--- config.mk ---
export PLATFORM = sky130hd
export DESIGN_NAME = lut_mult_seq_flat
export DESIGN_NICKNAME = d
export VERILOG_FILES = /design/src/rtl/lut_mult_pkg.sv /design/src/rtl/lut_mult_seq_if.sv /design/src/rtl/lut_byte_core.sv /design/src/rtl/lut_mult_seq.sv /design/src/flat_wrapper.sv
export SDC_FILE = /design/constraint.sdc
export NUM_CORES = 1
export LEC_CHECK = 0
export ABC_AREA = 1
export CAP_MARGIN = 20
export CORE_ASPECT_RATIO = 1.2
export CORE_MARGIN = 2
export CORE_UTILIZATION = 40
export DETAILED_ROUTE_END_ITERATION = 8
export DONT_BUFFER_PORTS = 1
export SYNTH_ARGS = -nofsm -noshare
export SYNTH_HDL_FRONTEND = slang
export SYNTH_SLANG_ARGS = --single-unit
--- constraint.sdc ---
create_clock -name clk -period 3.15 [get_ports clk]
set_input_delay 0.63 -clock clk [delete_from_list [all_inputs] [get_ports clk]]
set_output_delay 0.63 -clock clk [all_outputs]
set_load 0.005 [all_outputs]
--- src/rtl/lut_mult_pkg.sv ---
// Shared types and sizing helpers for the byte-serial constant multiplier.
// Imported by the interface, the byte core and the sequencer.
package lut_mult_pkg;

   localparam int unsigned BYTE_W = 8;

   typedef enum logic [1:0] {
      IDLE = 2'd0,
      RUN  = 2'd1,
      DONE = 2'd2
   } state_t;

   function automatic int unsigned prod_w(input int unsigned w);
      return w + BYTE_W;
   endfunction

endpackage

--- src/rtl/lut_mult_seq_if.sv ---
// Operand/product valid-ready bundle plus busy flag.
// master = producer/consumer side, slave = sequencer side.
interface lut_mult_seq_if
   import lut_mult_pkg::*;
#(
   parameter int unsigned WIDTH = 16
);

   logic                      in_valid;
   logic                      in_ready;
   logic [WIDTH-1:0]          in_x;
   logic                      out_valid;
   logic                      out_ready;
   logic [prod_w(WIDTH)-1:0]  out_p;
   logic                      busy;

   modport master (
      output in_valid, in_x, out_ready,
      input  in_ready, out_valid, out_p, busy
   );

   modport slave (
      input  in_valid, in_x, out_ready,
      output in_ready, out_valid, out_p, busy
   );

endinterface

--- src/rtl/lut_byte_core.sv ---
// Combinational A_CONST*byte from two 16-entry nibble LUTs.
// Result is lo + (hi << 4), always fits in 16 bits.
module lut_byte_core
   import lut_mult_pkg::*;
#(
   parameter int unsigned A_CONST = 2
) (
   input  logic [BYTE_W-1:0] i_b,
   output logic [15:0]       o_p
);

   logic [11:0] w_lut [16];

   for (genvar k = 0; k < 16; k++) begin : g_lut
      assign w_lut[k] = 12'(A_CONST * k);
   end

   logic [15:0] w_lo;
   logic [15:0] w_hi;

   assign w_lo = 16'(w_lut[i_b[3:0]]);
   assign w_hi = 16'(w_lut[i_b[7:4]]) << 4;
   assign o_p  = w_lo + w_hi;

endmodule

--- src/rtl/lut_mult_seq.sv ---
// Byte-serial A_CONST*X sequencer sharing one LUT byte multiplier.
// Define LUT_MULT_SKIP_ZERO_EN to finish early once remaining bytes are zero.
module lut_mult_seq
   import lut_mult_pkg::*;
#(
   parameter int unsigned A_CONST = 2,
   parameter int unsigned WIDTH   = 16
) (
   input  logic         clk,
   input  logic         rst_n,
   lut_mult_seq_if.slave bus
);

   localparam int unsigned NBYTES = WIDTH / BYTE_W;
   localparam int unsigned PW     = prod_w(WIDTH);
   localparam int unsigned CW     = (NBYTES > 1) ? $clog2(NBYTES) : 1;

   if ((WIDTH % BYTE_W) != 0 || WIDTH < 8 || WIDTH > 64) begin : g_bad_width
      $error("lut_mult_seq: WIDTH must be a multiple of 8 in 8..64");
   end

   state_t          r_state;
   logic [WIDTH-1:0] r_xs;
   logic [PW-1:0]   r_acc;
   logic [CW-1:0]   r_cnt;
   logic [PW-1:0]   r_out_p;
   logic            r_in_ready;
   logic            r_out_valid;
   logic            r_busy;

   logic [15:0]      w_prod;
   logic [CW+2:0]    w_sh;
   logic [PW-1:0]    w_sum;
   logic [WIDTH-1:0] w_xs_nxt;
   logic             w_last;

   lut_byte_core #(
      .A_CONST (A_CONST)
   ) u_core (
      .i_b (r_xs[BYTE_W-1:0]),
      .o_p (w_prod)
   );

   assign w_sh     = {r_cnt, 3'b000};
   assign w_sum    = r_acc + (PW'(w_prod) << w_sh);
   assign w_xs_nxt = r_xs >> BYTE_W;

`ifdef LUT_MULT_SKIP_ZERO_EN
   assign w_last = (r_cnt == CW'(NBYTES - 1)) || (w_xs_nxt == '0);
`else
   assign w_last = (r_cnt == CW'(NBYTES - 1));
`endif

   always_ff @(posedge clk or negedge rst_n) begin
      if (!rst_n) begin
         r_state     <= IDLE;
         r_xs        <= '0;
         r_acc       <= '0;
         r_cnt       <= '0;
         r_out_p     <= '0;
         r_in_ready  <= 1'b1;
         r_out_valid <= 1'b0;
         r_busy      <= 1'b0;
      end else begin
         unique case (r_state)
            IDLE: begin
               if (bus.in_valid) begin
                  r_xs       <= bus.in_x;
                  r_acc      <= '0;
                  r_cnt      <= '0;
                  r_in_ready <= 1'b0;
                  r_busy     <= 1'b1;
                  r_state    <= RUN;
               end
            end
            RUN: begin
               r_acc <= w_sum;
               r_xs  <= w_xs_nxt;
               r_cnt <= r_cnt + CW'(1);
               if (w_last) begin
                  r_out_p     <= w_sum;
                  r_out_valid <= 1'b1;
                  r_state     <= DONE;
               end
            end
            DONE: begin
               // Result stays parked until the consumer takes it.
               if (bus.out_ready) begin
                  r_out_valid <= 1'b0;
                  r_in_ready  <= 1'b1;
                  r_busy      <= 1'b0;
                  r_state     <= IDLE;
               end
            end
            default: begin
               r_in_ready  <= 1'b1;
               r_out_valid <= 1'b0;
               r_busy      <= 1'b0;
               r_state     <= IDLE;
            end
         endcase
      end
   end

   assign bus.in_ready  = r_in_ready;
   assign bus.out_valid = r_out_valid;
   assign bus.out_p     = r_out_p;
   assign bus.busy      = r_busy;

endmodule
--- src/flat_wrapper.sv ---
// flat-port wrapper written by rule: the top's interface ports become plain ports
module lut_mult_seq_flat import lut_mult_pkg::*;
#(
   parameter int unsigned A_CONST = 2,
   parameter int unsigned WIDTH   = 16
)
  (clk, rst_n, bus_in_valid, bus_in_x, bus_out_ready, bus_in_ready, bus_out_valid, bus_out_p, bus_busy);
  lut_mult_seq_if #(.WIDTH(WIDTH)) bus_i ();
  input  logic clk;
  input  logic rst_n;
  input wire logic [$bits(bus_i.in_valid)-1:0] bus_in_valid;
  input wire logic [$bits(bus_i.in_x)-1:0] bus_in_x;
  input wire logic [$bits(bus_i.out_ready)-1:0] bus_out_ready;
  output wire logic [$bits(bus_i.in_ready)-1:0] bus_in_ready;
  output wire logic [$bits(bus_i.out_valid)-1:0] bus_out_valid;
  output wire logic [$bits(bus_i.out_p)-1:0] bus_out_p;
  output wire logic [$bits(bus_i.busy)-1:0] bus_busy;
  assign bus_i.in_valid = bus_in_valid;
  assign bus_i.in_x = bus_in_x;
  assign bus_i.out_ready = bus_out_ready;
  assign bus_in_ready = bus_i.in_ready;
  assign bus_out_valid = bus_i.out_valid;
  assign bus_out_p = bus_i.out_p;
  assign bus_busy = bus_i.busy;
  lut_mult_seq #(.A_CONST(A_CONST), .WIDTH(WIDTH)) u_core (.clk(clk), .rst_n(rst_n), .bus(bus_i));
endmodule
==> flow_metrics.env <==
export IMPL_portBuffers=0
export IMPL_area_growth_pct=9.25
export IMPL_grt_pass1_vias=3609
export IMPL_coreArea_mm2=0.0100
export IMPL_placed_cells=681
export IMPL_cts_tree="built"
export IMPL_r2r_cells=13
export IMPL_worst_ep_arrival_time_ns=2.70
export IMPL_crit_buf_inv=0
export IMPL_synthesis_area_mm2=0.00413
export IMPL_io_pins=47
export IMPL_cts_resized=0
export IMPL_grt_max_degree=68
export IMPL_tightest_slew_ns=0.650
export IMPL_yosysWarnings=0
export IMPL_status="completed"
export IMPL_antenna_cells=0
export IMPL_nets=604
export IMPL_antenna_found_initial=0
export IMPL_clk_insertion_delay_late_ns=0.33
export IMPL_worstSetupStartpoint="u_core.r_cnt"
export IMPL_grtUsageTotal_pct=20.0
export IMPL_overflow=0
export IMPL_hold_violations=0
export IMPL_dieArea_mm2=0.0111
export IMPL_p_per_area_mw_per_mm2=1050
export IMPL_die_h_um=115
export IMPL_ant_nets=0
export IMPL_post_route_period_util_pct=78.4
export IMPL_setup_viol=0
export IMPL_ys_seq_area_share_pct=41.3
export IMPL_ir_drop_v=0.000528
export IMPL_cts_root_buf="clkbuf_16"
export IMPL_finalNonFillerCells=698
export IMPL_layout_drive_gt1_share_pct=6.64
export IMPL_path_clk_slew_ns=0.05
export IMPL_cp_start_kind="flip-flop"
export IMPL_fmax_mhz=405
export IMPL_drcViolationCount=0
export IMPL_vias=3520
export IMPL_crit_cells=13
export IMPL_rsz0062_at_grt="no"
export IMPL_fin_skew_ns=0.00571
export IMPL_reg2reg_to="u_core.r_acc[21]"
export IMPL_drtPass1Iterations=4
export IMPL_rrSetupSlack_ns=0.68
export IMPL_drt_first_iter_violations=177
export IMPL_end_kind="flip-flop"
export IMPL_finalWirelength_um=10500
export IMPL_syn_nets=605
export IMPL_gp_congestion=0.977
export IMPL_required_ns=3.38
export IMPL_vias_per_cell=5.04
export IMPL_place_hpwl_um=7730
export IMPL_cp_common_cell="nand2_1"
export IMPL_clock_sinks=68
export IMPL_avgSynthCellArea_um2=7.26
export IMPL_crit_path_top_delay_cell="dfrtp_1"
export IMPL_rr_startpoint="u_core.r_cnt"
export IMPL_die_x_um=96.7
export IMPL_fillers=1042
export IMPL_max_slew_margin_pct=56.6
export IMPL_tns_ns=0
export IMPL_path_max_fanout=17
export IMPL_avgRoutedWirePerCell_um=15.0
export IMPL_synth_cell_type_count=38
export IMPL_path_cells="nor2_1, ha_1, fa_1, nand2_1, nand2_1, nand3_1, nand2_1, nand2_1, nand2_1, nand2_1, nand2_1, nand3_1, nand2_1"
export IMPL_path_class="reg -> reg"
export IMPL_period_needed_ns=2.47
export IMPL_cts_max_level=3
export IMPL_slowest_delay_ns=0.64
export IMPL_p_leak_nw=2.45
export IMPL_hold_path_class="in -> async"
export IMPL_cap_violations=0
export IMPL_path_delay_family="simple AND/OR/NAND/NOR gates"
export IMPL_ys_ff_latch=68
export IMPL_initial_utilization_pct=41.2
export IMPL_syn_inst=568
export IMPL_slew_viol_final=0
export IMPL_numCtsBuffers=9
export IMPL_fp_row_count=40
export IMPL_grt_pass1_wl_um=17300
export IMPL_final_area_mm2=0.00451
export IMPL_endpoint="u_core.r_acc[21]"
export IMPL_placed_area_mm2=0.00418
export IMPL_clockBufferDepth=2
-- cell families (layout without fill, tap and decap cells) --
family / after synthesis / count (layout) / share of synthesized area, %
adder cells (fa/ha/maj): 17 / 17 / 5.34
other: 1 / 1 / 0.0909
AND/OR/NAND/NOR: 327 / 327 / 33.5
flip-flops: 68 / 68 / 41.3
XOR/XNOR: 6 / 6 / 1.27
AO/OA/AOI/OAI: 56 / 56 / 8.46
buffers and inverters: 93 / 97 / 10.1
-- per-layer routing --
| metal | vias to the layer above | share of wire [%] | global-route usage (%) |
|---|---|---|---|
| met4 | 0 | 3.6 | 10.3 |
| met3 | 27 | 5.3 | 4.07 |
| li1 | 1798 | - | - |
| met5 | - | 0 | 0 |
| met1 | 1604 | 44 | 24.2 |
| met2 | 91 | 47 | 33.9 |
-- cell type report --
| cell class | count | area, um^2 | area share [%] |
|---|---|---|---|
| multi-input cells | 407 | 2010 | 44.5 |
| flip-flops and latches | 68 | 1700 | 37.8 |
| inverters | 78 | 298 | 6.61 |
| clock buffers | 14 | 264 | 5.86 |
| well taps | 126 | 158 | 3.50 |
| repair buffers | 3 | 42.5 | 0.944 |
| clock inverters | 2 | 35.0 | 0.777 |
-- synth_stat cells (all sizes together) --
cell type,instances,area (um^2)
o21bai,1,7.51
a21oi,15,75.1
nand4,3,18.8
nand3b,6,45.0
buf,12,103
nand2,213,802
a22o,6,52.6
clkbuf,3,15.0
and2,1,6.26
or2,5,31.3
ha,16,200
nand3,45,238
o22ai,6,37.5
xnor2,3,26.3
dfrtp,67,1680
fa,1,20.0
conb,1,3.75
nor2,51,225
nor3,3,15.0
xor2,3,26.3
o221ai,2,17.5
o21ai,25,151
dfstp,1,26.3
inv,78,298
o31ai,1,7.51
-- where the power goes --
group	switching (mW)	internal (mW)
combinational	1.50	0.728
sequential	0.266	1.23
clock	0.356	0.655
-- state kept, by name, indices dropped and copies added, names as in the netlist --
signal	flops
u_core.bus.out_p	23
u_core.r_state	2
u_core.r_xs	16
u_core.bus.busy	1
u_core.r_cnt	1
u_core.r_acc	23
u_core.bus.out_valid	1
u_core.bus.in_ready	1
-- repair_timing --
action / in CTS / in global routing
hold buffers: 1 / 0
setup buffers: 0 / 0
endpoints found under the hold margin: 67 / 0
-- through the flow --
step	hold slack [ns]	setup WS [ns]	power [mW]	util (%)
after floorplan	0.334	0.928	3.22	-
after global placement	0.337	0.795	3.68	41.8
after detailed placement	0.337	0.716	3.71	41.8
after CTS	0.127	0.695	4.77	45.0
after global routing	0.128	0.454	5.14	45.0
final	0.139	0.680	4.73	45.0
-- worst min path at each step --
stage	end	cells after the start	slack (ns)
global placement	u_core.bus.out_p[20]	0	0.34
floorplan	u_core.bus.busy	0	0.33
global route	u_core.bus.in_ready	0	0.13
CTS	u_core.bus.in_ready	0	0.13
finish	u_core.bus.in_ready	0	0.14
detailed placement	u_core.bus.out_p[20]	0	0.34
-- placed cells by master, fill, tap and decap left out, types with 4 or more instances in the layout --
| master | count |
|---|---|
| nand2_1 | 212 |
| inv_1 | 72 |
| dfrtp_1 | 67 |
| nor2_1 | 47 |
| nand3_1 | 44 |
| ha_1 | 16 |
| a21oi_1 | 15 |
| o21ai_0 | 11 |
| clkbuf_16 | 9 |
| o21ai_1 | 7 |
| o21ai_2 | 7 |
| o22ai_1 | 6 |
| a22o_1 | 6 |
| nand3b_1 | 6 |
| inv_2 | 4 |
Note: power is estimated with default switching activity, not from simulation.
==> RTL change 1, RTL diff (same flow settings) <==
Make the reset (`rst_n`) synchronous in one clocked block.
--- a/src/rtl/lut_mult_seq.sv
+++ b/src/rtl/lut_mult_seq.sv
@@ -53,3 +53,3 @@
 
-   always_ff @(posedge clk or negedge rst_n) begin
+   always_ff @(posedge clk) begin
       if (!rst_n) begin
Check against the original RTL: differs if rst_n is asserted again (counterexample within 4 cycles, from zero or initial values and one cycle with rst_n low); with rst_n held inactive, the same outputs for 10 cycles.
==> RTL change 1 against the original RTL <==
- sequential cell count stayed put
- wire length is 0.97% lower
- cell area is 2.1% lower
- synthesized area is 2.3% lower
- worst hold slack better by 0.23 ns
- via count is 5.5% higher
- critical path depth is 2 higher
- synthesized cell count is 13% higher
- global-route usage hardly changed
- setup slack worse by 0.081 ns
- critical endpoint is now u_core.bus.out_p[21]
- highest routed layer unchanged
Power is not compared: it rests on default switching activity, and its combinational part moved more than twofold at a synthesized area within 25%.
==> RTL change 1: results (changes against the original RTL) <==
ys_top_cells_by_count: "nand2_1, inv_1, dfxtp_1"
first_iter_violations: 179  # +1.1%
dr_wl_met2_mm: 5.29  # +6.6%
track_usage: 0.200  # +0.000389
ir_drop_mv: 0.325
period_share: 0.810  # +0.0258
syn_nets: 679  # +12%
final_nets: 671  # +11%
cts-root-buf: "clkbuf_16"
synth_area_leaders: "dfxtp_1, nand2_1, inv_1"
crit_slowest_cell: "dfxtp_1"
slowest_delay_ns: 0.67  # +0.03 ns
antenna_cells: 0  # unchanged
synth_warnings: 0  # unchanged
grt_pass1_wl_mm: 16.8  # -3.0%
dpl_cell_area_um2: 4100  # -2.0%
outcome: "finished clean"
drt-met1-wl_mm: 4.61  # +0.79%
cts_resized: 0  # unchanged
path_max_fanout: 18  # +1
gp_congestion: 0.918  # -6.0%
synth-seq-area-share: 0.338  # -0.0749
finClkSkew_ns: 0.00957  # +0.00386 ns
routed_via_density: 4.86  # -3.6%
path_clk_slew_ns: 0.07  # +0.02 ns
wl_met3_um: 295  # -47%
maxUsedRoutingLayer: "met4"
worstPathArrival_ns: 2.78  # +0.08 ns
dr.pass1.iters: 4  # unchanged
synth_ff_type: "dfxtp_1"
worst_hold_slack_ns: 0.373  # +0.234 ns
grt_pass1_vias: 3626  # +0.47%
place_ws_ns: 0.630  # -0.0857 ns
relSlewSlack: 0.622  # +0.0564
layout-drive-gt1-share: 0.0486  # -0.0178
r2r_slack_ns: 0.60  # -0.08 ns
grt_max_degree: 49  # -28%
async_flop_share: 0  # -1.00
dp_hpwl_mm: 7.51  # -2.8%
wirelength_mm: 10.4  # -0.97%
min_path_type: "in2reg"
ys_types: 30  # -21%
## RTL change 1: cell types whose count changed after synthesis, sizes merged, moves of 5 or more
cell and change:
o21ai -6, nand3 -10, clkbuf +6, xor2 +5, dfxtp +68, a22o -6, dfrtp -67, o21bai +6
o21a +7, a21oi +45, o22ai -6, nand2 +16, inv +21
## RTL change 1: worst paths after layout
kind | startpoint | endpoint | cells after the start
setup / recovery | u_core.r_cnt | u_core.bus.out_p[21] | 15
hold / removal | rst_n | u_core.bus.in_ready | 1
setup reg to reg | u_core.r_cnt | u_core.bus.out_p[21] | 15
hold reg to reg | u_core.r_xs[13] | u_core.r_xs[13] | 2
## RTL change 1: cell type report
type	count	area (µm²)
sequential	68	1360
clock buffer	9	225
clock inverter	6	88.8
fill	1070	5500
tap	126	158
timing repair buffer	3	22.5
multi-input combinational	453	2180
inverter	99	372
## RTL change 1: cell families after synthesis
logic type      share of synthesized area
buf+inv                             0.120
other cells                      0.000931
fa+ha+maj                          0.0547
compound gates                      0.134
xor+xnor                           0.0196
flops                               0.338
simple gates                        0.333
## RTL change 1: power breakdown
part	total [mW]	switching [mW]	internal [mW]
Combinational	0.225	0.155	0.0694
Clock	1.11	0.415	0.691
Sequential	0.930	0.0313	0.898
Total	2.26	0.601	1.66
## RTL change 1: per-stage QoR
step	total power, mW	instances
global placement	1.17	749
finish	2.26	764
floorplan	1.12	642
global route	2.34	764
CTS	2.28	764
detailed placement	1.17	749
## RTL change 1: metal layers
| layer | vias up | global-route usage |
|---|---|---|
| met5 | - | 0 |
| met4 | 0 | 0.0581 |
| met3 | 10 | 0.0449 |
| met2 | 60 | 0.358 |
| met1 | 1666 | 0.235 |
| li1 | 1977 | - |
==> RTL change 2, RTL diff (config.mk and constraints unchanged) <==
Without the edit above. `WIDTH` is set to 16 in 3 places; all go to 8.
--- a/src/rtl/lut_mult_seq_if.sv
+++ b/src/rtl/lut_mult_seq_if.sv
@@ -5,3 +5,3 @@
 #(
-   parameter int unsigned WIDTH = 16
+   parameter int unsigned WIDTH = 8
 );
--- a/src/rtl/lut_mult_seq.sv
+++ b/src/rtl/lut_mult_seq.sv
@@ -6,3 +6,3 @@
    parameter int unsigned A_CONST = 2,
-   parameter int unsigned WIDTH   = 16
+   parameter int unsigned WIDTH   = 8
 ) (
--- a/src/flat_wrapper.sv
+++ b/src/flat_wrapper.sv
@@ -4,3 +4,3 @@
    parameter int unsigned A_CONST = 2,
-   parameter int unsigned WIDTH   = 16
+   parameter int unsigned WIDTH   = 8
 )
Interface: changed (resized bus_in_x and bus_out_p); port bits go from 47 to 31. No check against the original RTL was run, so the function may have changed too.
==> RTL change 2 against the original RTL <==
- total power fell by 48%
- final cell count fell by 35%
- setup slack improved by 0.36 ns
- highest routed layer unchanged
- cell area fell by 38%
- largest cell class unchanged
- wire length fell by 42%
- synthesized area fell by 36%
- sequential cell count fell by 24
- clock skew rose by 0.0032 ns
- worst hold slack got worse by 0.12 ns
==> RTL change 2: results (changes against the original RTL) <==
outcome: "finished clean"
path_clk_slew_ns: 0.08  # +0.03 ns
routed_via_density: 4.77  # -5.5%
ys_types: 28  # -26%
cts_resized: 0  # unchanged
synth_warnings: 0  # unchanged
layout-drive-gt1-share: 0.0464  # -0.0200
synth_area_leaders: "dfrtp_1, nand2_1, inv_1"
final_nets: 392  # -35%
finalSetupViolCount: 0  # unchanged
cts-root-buf: "clkbuf_8"
track_usage: 0.181  # -0.0186
clock_path_buffers: 2  # unchanged
use_met3: 0.0292  # -0.0115
min_path_type: "in2async"
numCtsBuffers: 5  # -4
gp_congestion: 0.892  # -8.7%
use_met1: 0.216  # -0.0259
ys_top_cells_by_count: "nand2_1, inv_1, dfrtp_1"
worstPathArrival_ns: 2.31  # -0.39 ns
finClkSkew_ns: 0.00894  # +0.00322 ns
grt_max_degree: 45  # -34%
antenna_found_initial: 0  # unchanged
ir_drop_mv: 0.377  # -28%
path_max_fanout: 13  # -4
dr.pass1.iters: 4  # unchanged
yosysMostFrequentCell: "nand2_1"
grt_pass1_vias: 2147  # -41%
first_iter_violations: 60  # -66%
grt_pass1_wl_mm: 10.1  # -42%
dp_hpwl_mm: 4.46  # -42%
dpl_cell_area_um2: 2700  # -35%
htree_levels: 2  # -1
fill_cells: 686  # -34%
synth-seq-area-share: 0.418  # +0.00553
clock_latency_ns: 0.30  # -0.03 ns
synth_ff_type: "dfrtp_1"
use_met2: 0.310  # -0.0285
post_cts_buffers: 0  # unchanged
worst_pin_slew_ns: 0.937  # +0.287 ns
leakagePower_nw: 1.63  # -33%
async_flop_share: 1.00  # unchanged
wl_per_cell_um: 13.5  # -10%
portBuffers: 0  # unchanged
antenna_cells: 0  # unchanged
drc_errors: 0  # unchanged
RTL change 2: cell count changes after synthesis, moves of 4 or more:
cell,unedited run,this run
nand2_1,212,141
dfrtp_1,67,43
nor2_1,47,25
nand3_1,44,24
inv_1,72,54
a21oi_1,15,8
o21ai_2,7,1
o22ai_1,6,0
a22o_1,6,1
nand3b_1,6,2
RTL change 2: logic make-up (layout without fill, tap and decap cells):
kind of cell / Yosys count / count (layout) / synth area share
flip-flops: 44 / 44 / 0.418
buffers and inverters: 65 / 69 / 0.106
other: 1 / 1 / 0.00142
adder cells (fa/ha/maj): 15 / 15 / 0.0741
XOR/XNOR: 8 / 8 / 0.0266
AO/OA/AOI/OAI: 32 / 32 / 0.0636
AND/OR/NAND/NOR: 197 / 197 / 0.310
RTL change 2: worst paths after layout:
path                                   from              endpoint  slack, ns  cells past startpoint
min                                   rst_n       u_core.r_acc[6]       0.02                      0
min reg2reg                u_core.r_acc[14]      u_core.r_acc[14]       0.50                      2
min in group clk                bus_in_x[4]        u_core.r_xs[4]       0.44                      2
max                            u_core.r_cnt  u_core.bus.out_p[15]       1.04                     11
max in group asynchronous             rst_n      u_core.r_acc[12]       1.66                      1
max reg2reg                    u_core.r_cnt  u_core.bus.out_p[15]       1.04                     11
RTL change 2: stage by stage:
stage               std cells  power (mW)  hold WS (ns)  utilization  setup WS (ns)
floorplan                 362        1.86         0.334            -          0.933
global placement          442        2.10         0.336        0.421           1.12
detailed placement        442        2.13         0.337        0.421           1.06
CTS                       450        2.50      0.000845        0.435           1.03
global route              451        2.72      0.000136        0.436          0.804
finish                    451        2.47        0.0172        0.436           1.04
RTL change 2: final cells by class:
cell class	count	area, µm²	share of cell area
Clock buffer	6	72.6	0.0260
Tap cell	85	106	0.0381
Inverter	59	229	0.0820
Timing Repair Buffer	2	17.5	0.00627
Multi-Input combinational cell	253	1250	0.449
Clock inverter	2	12.5	0.00448
Sequential cell	44	1100	0.395
RTL change 2: critical path: stages, from the launching register on:
cell,delay [ns]
dfrtp_1,0.54
nor2_1,0.10
ha_1,0.24
fa_1,0.44
nand2_1,0.09
nand2_1,0.05
nand3_1,0.06
nand2_1,0.13
nand2_1,0.12
nand3_1,0.09
nand3_1,0.10
nand2_1,0.05
RTL change 2: per-layer routing:
metal / routed length [µm] / part of all wire
met1: 2630 / 0.43
met2: 3020 / 0.50
met4: 257 / 0.042
met5: 0 / 0
met3: 181 / 0.030
RTL change 2: report_power, final:
group	internal [mW]	total (mW)	leakage, nW	switching [mW]
Clock	0.155	0.355	0.0412	0.200
Sequential	0.804	0.979	0.577	0.175
Combinational	0.378	1.13	1.02	0.753
Total	1.34	2.47	1.63	1.13
